<file path="src/rtl/wr_sched_pkg.sv">
// Shared types for the WR TAI trigger scheduler.
//   TAI_W / CYC_W : widths of the TAI-seconds LSBs and the cycle-in-second counter
//   wr_evt_t      : one queued trigger request (target second + target cycle)
//   sched_state_t : scheduler FSM state encoding
//   evt_is_late   : modular "already past" test between an event and current WR time
package wr_sched_pkg;

  localparam int TAI_W = 10;
  localparam int CYC_W = 27;

  typedef struct packed {
    logic [TAI_W-1:0] tai;
    logic [CYC_W-1:0] cycle;
  } wr_evt_t;

  typedef enum logic [1:0] {
    ST_EMPTY = 2'd0,
    ST_LOAD  = 2'd1,
    ST_WAIT  = 2'd2
  } sched_state_t;

  // Seconds difference is taken modulo 2^TAI_W so the compare survives the
  // TAI LSB wrap; anything half a wrap or more "ahead" is really behind us.
  function automatic logic evt_is_late(input logic [TAI_W-1:0] head_tai,
                                       input logic [TAI_W-1:0] now_tai,
                                       input logic [CYC_W-1:0] head_cyc,
                                       input logic [CYC_W-1:0] now_cyc);
    logic [TAI_W-1:0] d;
    d = head_tai - now_tai;
    return d[TAI_W-1] || ((d == '0) && (now_cyc > head_cyc));
  endfunction

endpackage

</file>
<file path="src/rtl/wr_sched_fifo.sv">
// Synchronous first-word-fall-through FIFO of wr_evt_t.
//   clk_sys_i, rst_i : clock, synchronous active-high reset
//   flush_i          : empties the FIFO (wins over push/pop)
//   push_i, wr_data_i: write side; push ignored when full
//   pop_i, rd_data_o : read side; rd_data_o valid whenever empty_o=0
//   full_o, empty_o  : flags derived from the registered count
//   count_o          : current occupancy
module wr_sched_fifo
  import wr_sched_pkg::*;
#(
  parameter int DEPTH = 8
) (
  input  logic                     clk_sys_i,
  input  logic                     rst_i,
  input  logic                     flush_i,
  input  logic                     push_i,
  input  wr_evt_t                  wr_data_i,
  input  logic                     pop_i,
  output wr_evt_t                  rd_data_o,
  output logic                     full_o,
  output logic                     empty_o,
  output logic [$clog2(DEPTH):0]   count_o
);

  localparam int AW = $clog2(DEPTH);

  wr_evt_t        mem [DEPTH];
  logic [AW-1:0]  wr_ptr;
  logic [AW-1:0]  rd_ptr;
  logic [AW:0]    count;
  logic           do_push;
  logic           do_pop;

  assign full_o    = (count == (AW+1)'(DEPTH));
  assign empty_o   = (count == '0);
  assign count_o   = count;
  assign rd_data_o = mem[rd_ptr];
  assign do_push   = push_i && !full_o;
  assign do_pop    = pop_i && !empty_o;

  always_ff @(posedge clk_sys_i) begin
    if (rst_i || flush_i) begin
      wr_ptr <= '0;
      rd_ptr <= '0;
      count  <= '0;
    end else begin
      if (do_push) wr_ptr <= wr_ptr + AW'(1);
      if (do_pop)  rd_ptr <= rd_ptr + AW'(1);
      case ({do_push, do_pop})
        2'b10:   count <= count + (AW+1)'(1);
        2'b01:   count <= count - (AW+1)'(1);
        default: count <= count;
      endcase
    end
  end

  always_ff @(posedge clk_sys_i) begin
    if (do_push) mem[wr_ptr] <= wr_data_i;
  end

endmodule

</file>
<file path="src/rtl/wr_tai_trigger_scheduler.sv">
// Queues host trigger requests stamped in WR time and fires trig_o when the
// local WR time base (pps_i / tm_tai_i) reaches each one; past events are
// dropped and counted.
//   clk_sys_i, rst_i        : WR system clock, synchronous active-high reset
//   pps_i, tm_tai_i         : PPS pulse and TAI seconds from the WR core
//   time_valid_i            : WR time locked; compare is frozen while low
//   req_valid_i/req_ready_o : request handshake; req_tai_i/req_cycle_i target
//   flush_i                 : drop everything queued/armed, cut the pulse
//   trig_o, late_o          : trigger pulse, 1-cycle late-drop indication
//   fill_o, armed_o         : FIFO occupancy, head event armed
//   cyc_cnt_o               : cycles since last PPS
//   fire_count_o            : fired events (wraps)
//   late_count_o            : late drops (saturates)
//
// state    | meaning
// ST_EMPTY | nothing armed, waiting for the FIFO to hold an event
// ST_LOAD  | popping the FIFO head into the head registers
// ST_WAIT  | head armed, comparing against WR time
module wr_tai_trigger_scheduler
  import wr_sched_pkg::*;
#(
  parameter int DEPTH     = 8,
  parameter int PULSE_LEN = 4
) (
  input  logic                     clk_sys_i,
  input  logic                     rst_i,
  input  logic                     pps_i,
  input  logic [TAI_W-1:0]         tm_tai_i,
  input  logic                     time_valid_i,
  input  logic                     req_valid_i,
  output logic                     req_ready_o,
  input  logic [TAI_W-1:0]         req_tai_i,
  input  logic [CYC_W-1:0]         req_cycle_i,
  input  logic                     flush_i,
  output logic                     trig_o,
  output logic                     late_o,
  output logic [$clog2(DEPTH):0]   fill_o,
  output logic                     armed_o,
  output logic [CYC_W-1:0]         cyc_cnt_o,
  output logic [31:0]              fire_count_o,
  output logic [15:0]              late_count_o
);

  localparam logic [7:0] PULSE_INIT = 8'(PULSE_LEN);

  logic [CYC_W-1:0] cyc_cnt;
  logic [TAI_W-1:0] tai_q;
  sched_state_t     state, state_d;
  wr_evt_t          head, fifo_rd, req_evt;
  logic             fifo_full, fifo_empty, fifo_push, fifo_pop;
  logic             match, late_hit, fire, drop;
  logic [7:0]       pulse_cnt;
  logic             late_q;
  logic [31:0]      fire_cnt;
  logic [15:0]      late_cnt;

  assign req_ready_o  = !fifo_full;
  assign fifo_push    = req_valid_i && !fifo_full && !flush_i;
  assign req_evt      = '{tai: req_tai_i, cycle: req_cycle_i};
  assign trig_o       = (pulse_cnt != '0);
  assign late_o       = late_q;
  assign armed_o      = (state == ST_WAIT);
  assign cyc_cnt_o    = cyc_cnt;
  assign fire_count_o = fire_cnt;
  assign late_count_o = late_cnt;

  wr_sched_fifo #(.DEPTH(DEPTH)) u_fifo (
    .clk_sys_i (clk_sys_i),
    .rst_i     (rst_i),
    .flush_i   (flush_i),
    .push_i    (fifo_push),
    .wr_data_i (req_evt),
    .pop_i     (fifo_pop),
    .rd_data_o (fifo_rd),
    .full_o    (fifo_full),
    .empty_o   (fifo_empty),
    .count_o   (fill_o)
  );

  // Time base; the counter saturates so a missing PPS never aliases to an early cycle.
  always_ff @(posedge clk_sys_i) begin
    if (rst_i) begin
      cyc_cnt <= '0;
      tai_q   <= '0;
    end else if (pps_i) begin
      cyc_cnt <= '0;
      tai_q   <= tm_tai_i;
    end else if (cyc_cnt != '1) begin
      cyc_cnt <= cyc_cnt + CYC_W'(1);
    end
  end

  assign match    = (tai_q == head.tai) && (cyc_cnt == head.cycle);
  assign late_hit = evt_is_late(head.tai, tai_q, head.cycle, cyc_cnt);

  always_ff @(posedge clk_sys_i) begin
    if (rst_i) state <= ST_EMPTY;
    else       state <= state_d;
  end

  always_comb begin
    state_d = state;
    case (state)
      ST_EMPTY: if (!fifo_empty) state_d = ST_LOAD;
      ST_LOAD:  state_d = ST_WAIT;
      ST_WAIT:  if (time_valid_i && (match || late_hit))
                  state_d = fifo_empty ? ST_EMPTY : ST_LOAD;
      default:  state_d = ST_EMPTY;
    endcase
    if (flush_i) state_d = ST_EMPTY;
  end

  always_comb begin
    fifo_pop = (state == ST_LOAD) && !flush_i;
    fire     = (state == ST_WAIT) && time_valid_i && match && !flush_i;
    drop     = (state == ST_WAIT) && time_valid_i && !match && late_hit && !flush_i;
  end

  always_ff @(posedge clk_sys_i) begin
    if (rst_i)         head <= '0;
    else if (fifo_pop) head <= fifo_rd;
  end

  // A fire during a running pulse reloads the length, extending it without a gap.
  always_ff @(posedge clk_sys_i) begin
    if (rst_i || flush_i)     pulse_cnt <= '0;
    else if (fire)            pulse_cnt <= PULSE_INIT;
    else if (pulse_cnt != '0) pulse_cnt <= pulse_cnt - 8'd1;
  end

  always_ff @(posedge clk_sys_i) begin
    if (rst_i) begin
      late_q   <= 1'b0;
      fire_cnt <= '0;
      late_cnt <= '0;
    end else begin
      late_q <= drop;
      if (fire) fire_cnt <= fire_cnt + 32'd1;
      if (drop && (late_cnt != '1)) late_cnt <= late_cnt + 16'd1;
    end
  end

endmodule

</file>
<file path="config.mk">
export PLATFORM = sky130hd
export DESIGN_NAME = wr_tai_trigger_scheduler
export DESIGN_NICKNAME = d
export VERILOG_FILES = /design/src/rtl/wr_sched_pkg.sv /design/src/rtl/wr_sched_fifo.sv /design/src/rtl/wr_tai_trigger_scheduler.sv
export SDC_FILE = /design/constraint.sdc
export NUM_CORES = 1
export LEC_CHECK = 0
export ABC_AREA = 1
export BUFFER_PORTS_ARGS = -buffer_cell sky130_fd_sc_hd__buf_2
export CAP_MARGIN = 20
export CORE_UTILIZATION = 55
export DETAILED_ROUTE_END_ITERATION = 10
export GPL_ROUTABILITY_DRIVEN = 0
export PLACE_DENSITY = 0.72
export SYNTH_ARGS = -nofsm -noshare
export SYNTH_HDL_FRONTEND = slang
export SYNTH_SLANG_ARGS = --single-unit
</file>
<file path="constraint.sdc">
create_clock -name clk_sys_i -period 4.77 [get_ports clk_sys_i]
set_input_delay 0.477 -clock clk_sys_i [delete_from_list [all_inputs] [get_ports clk_sys_i]]
set_output_delay 0.477 -clock clk_sys_i [all_outputs]
set_load 0.01 [all_outputs]
</file>
==> reports/metrics.json <==
{
  "pwr": {
    "p_sw_frac": 0.230,
    "power.net_switching_mw": 1.85,
    "power.share.clock": 0.416,
    "cell_internal_pwr_mw": 6.19,
    "power.leakage_nw": 8.23,
    "peakVddDrop_uv": 306,
    "sequentialPowerShare": 0.517,
    "comb_power_share": 0.067,
    "power_density_nw_per_um2": 369
  },
  "sta": {
    "finalSetupViolCount": 0,
    "fin_tns_setup_ns": 0,
    "period_share": 0.649,
    "fin_skew_ns": 0.0144,
    "timing.final.max_slew_violations": 0,
    "rsz0062_at_grt": "no",
    "slew_headroom": 0.263,
    "max_clock_freq_mhz": 323,
    "hold_violations": 0,
    "finalWorstSetupSlack_ns": 1.67,
    "tightestPinTransition_ns": 1.10,
    "period_minus_slack_ns": 3.10
  },
  "detailed_routing": {
    "postRouteWirelength_um": 45300,
    "post_drt_wl_per_cell_um": 18.0,
    "detail-route-antenna-nets": 0,
    "drc": 0,
    "via_per_inst": 5.74,
    "vias": 14400,
    "starting_drc_count_in_detailed_routing": 1130,
    "drt_pre_antenna_iters": 5
  },
  "critical_path": {
    "cp-start-kind": "flip-flop",
    "worstReg2RegStart": "cyc_cnt_o[11]",
    "crit_path_frequent_cell": "nand2_1",
    "reg2reg_to": "fire_count_o[26]",
    "crit_path_end_kind": "flip-flop",
    "signal_arrival_time_at_the_worst_endpoint_ns": 3.53,
    "critPathMaxFanout": 11,
    "highest_delay_cell_along_the_critical_path": "nor4_1",
    "cpLargestDelayFamily": "simple AND/OR/NAND/NOR gates",
    "register_to_register_path_depth": 8,
    "timing.critical_path.cells": "ha_1 -> nand4_1 -> nor4_1 -> nand3_1 -> nor2_1 -> nand2_1 -> nand2_1 -> a21oi_1",
    "slowest_delay_ns": 0.74,
    "path_class": "flip-flop to flip-flop",
    "critical_path.n_buffers_inverters": 0,
    "data_required_time_of_the_worst_path_ns": 5.20,
    "reg2reg_slack_ns": 1.67
  },
  "placed_design": {
    "placed_cells": 2426,
    "preCtsSetupSlack_ns": 1.67,
    "detailedPlacementHpwl_um": 29000,
    "portBuffers": 135
  },
  "yosys": {
    "syn-num-nets": 2001,
    "synth_ff_type": "edfxtp_1",
    "synth.avg_cell_area_um2": 10.1,
    "count_of_cell_types_in_the_netlist": 46,
    "synth.yosys.seq_area_share": 0.611,
    "post-synth-top-area-fraction": 0.462,
    "synthMostInstantiatedCell": "edfxtp_1",
    "cell_accounting_for_the_most_synthesized_area": "edfxtp_1",
    "post_synth_edffs": 296,
    "syn_area_um2": 19200,
    "ys_async_sr_fraction": 0,
    "synth.ff_latch_count": 439,
    "yosys-top-cells-count": "296 x edfxtp_1, 262 x o21ai_0, 238 x nor2_1",
    "netlist_top_cells_area": "edfxtp_1 46%, dfxtp_1 15%, o21ai_0 6.8%",
    "synthesis.yosys.warnings": 0,
    "post_synth_inst_count": 1902
  },
  "cells_and_area": {
    "synthToLayoutAreaGrowth_pct": 13.1,
    "utilization": 0.631,
    "final_cells": 2509,
    "final_layout_size_suffix_gt1_frac": 0.128,
    "finalNetCount": 2118
  },
  "min_path": {
    "timing.hold.worst_path_depth": 1,
    "hold_path_end": "u_fifo.mem[0][13]",
    "hold_path.startpoint": "req_cycle_i[13]",
    "timing.hold.worst.class": "input port to flip-flop"
  },
  "clock_tree": {
    "insertion_delay_ns": 0.58,
    "cts-root-buf": "clkbuf_16",
    "cts_inserted_buffers": 45,
    "worst_setup_hold_path_clk_slew_ns": 0.06,
    "cts_buffer_depth": 3,
    "ctsHtreeMaxLevel": 2,
    "post_cts_resize_count": 0,
    "cts.sink_count": 439,
    "tritoncts": "built",
    "post-cts-setup-buffers": 0,
    "hold_buffers": 0
  },
  "floorplanning": {
    "start_util": 0.558,
    "ios": 136,
    "die_height_um": 189,
    "core.rowCount": 68,
    "core_um2": 34500,
    "die_area_um2": 35700,
    "die-width_um": 189
  },
  "status": {
    "status": "completed"
  },
  "job": {
    "maxCapViolCount": 0
  },
  "global_routing": {
    "grtUsageTotal": 0.252,
    "grt_first_pass_wirelength_um": 71100,
    "vias_in_the_first_global_route": 13500,
    "grt_max_degree": 115,
    "overflow": 0,
    "grt_antenna_before_repair": 3
  }
}
## per-layer routing
layer / global-route usage / vias up / share of wire
met3: 0.0482 / 104 / 0.059
li1: - / 6954 / -
met4: 0.0816 / 4 / 0.026
met1: 0.346 / 6885 / 0.45
met2: 0.404 / 444 / 0.47
met5: 0 / - / 0.00051
## state kept, by name, summed over array words and instances (netlist names), 2 cells and up
| signal | cells |
|---|---|
| cyc_cnt_o | 27 |
| fire_count_o | 32 |
| head | 37 |
| late_count_o | 16 |
| pulse_cnt | 8 |
| state | 2 |
| tai_q | 10 |
| u_fifo.count_o | 4 |
| u_fifo.mem | 296 |
| u_fifo.rd_ptr | 3 |
| u_fifo.wr_ptr | 3 |
## power groups by stage
stage | sequential, mW | clock, mW | combinational [mW]
global route | 4.15 | 3.53 | 0.610
floorplan | 4.23 | 0 | 0.371
global placement | 4.23 | 0 | 0.521
CTS | 4.15 | 3.38 | 0.538
finish | 4.15 | 3.34 | 0.541
detailed placement | 4.23 | 0 | 0.534
## layout by cell type, fill, tap and decap left out, types with 11 or more instances in the layout
cell type	netlist	layout
edfxtp_1	296	296
buf_4	0	17
nor2_1	238	229
dfxtp_1	143	140
inv_1	167	165
a21oi_1	131	131
nor3_1	36	36
clkbuf_16	0	45
o22ai_1	37	37
clkinv_2	0	11
nand3_1	60	60
nand4_1	45	45
ha_1	45	45
buf_2	9	135
nand2_1	203	203
o221ai_1	37	37
nor2_4	4	13
xor2_1	26	26
clkbuf_1	71	12
o21ai_0	262	262
xnor2_1	18	18
## through the flow
stage          hold WS [ns]  instance area (µm²)  power [mW]
2_1_floorplan         0.436                19200        4.60
3_3_place_gp          0.448                20400        4.75
3_5_place_dp          0.459                20400        4.77
4_1_cts               0.136                21700        8.07
5_1_grt               0.150                21800        8.30
6_report              0.163                21800        8.03
## cell type report
type	count	area (µm²)
Clock buffer	59	1200
Multi-Input combinational cell	1211	6590
Timing Repair Buffer	153	831
Sequential cell	439	11800
Fill cell	2683	12700
Clock inverter	20	173
Tap cell	455	569
Inverter	169	636
Antenna cell	3	7.51
## logic make-up after synthesis
logic type / share of synthesized area
and+or+nand+nor: 0.151
AOI/OAI and AO/OA: 0.138
buffers and inverters: 0.0505
adders and majority gates: 0.0303
xor gates and xnor gates: 0.0200
DFF: 0.611
## how the worst max path moves through the flow
stage / start / endpoint / slack, ns / cells after the start
floorplan: u_fifo.count_o[1] / u_fifo.mem[0][0] / 1.58 / 5
global placement: flush_i / u_fifo.mem[4][22] / 1.75 / 6
detailed placement: flush_i / u_fifo.mem[2][6] / 1.67 / 6
CTS: u_fifo.rd_ptr[0] / head[7] / 1.87 / 6
global route: cyc_cnt_o[0] / fire_count_o[30] / 1.59 / 11
finish: cyc_cnt_o[11] / fire_count_o[26] / 1.67 / 8
No activity file was read; power rests on OpenSTA's default activity.
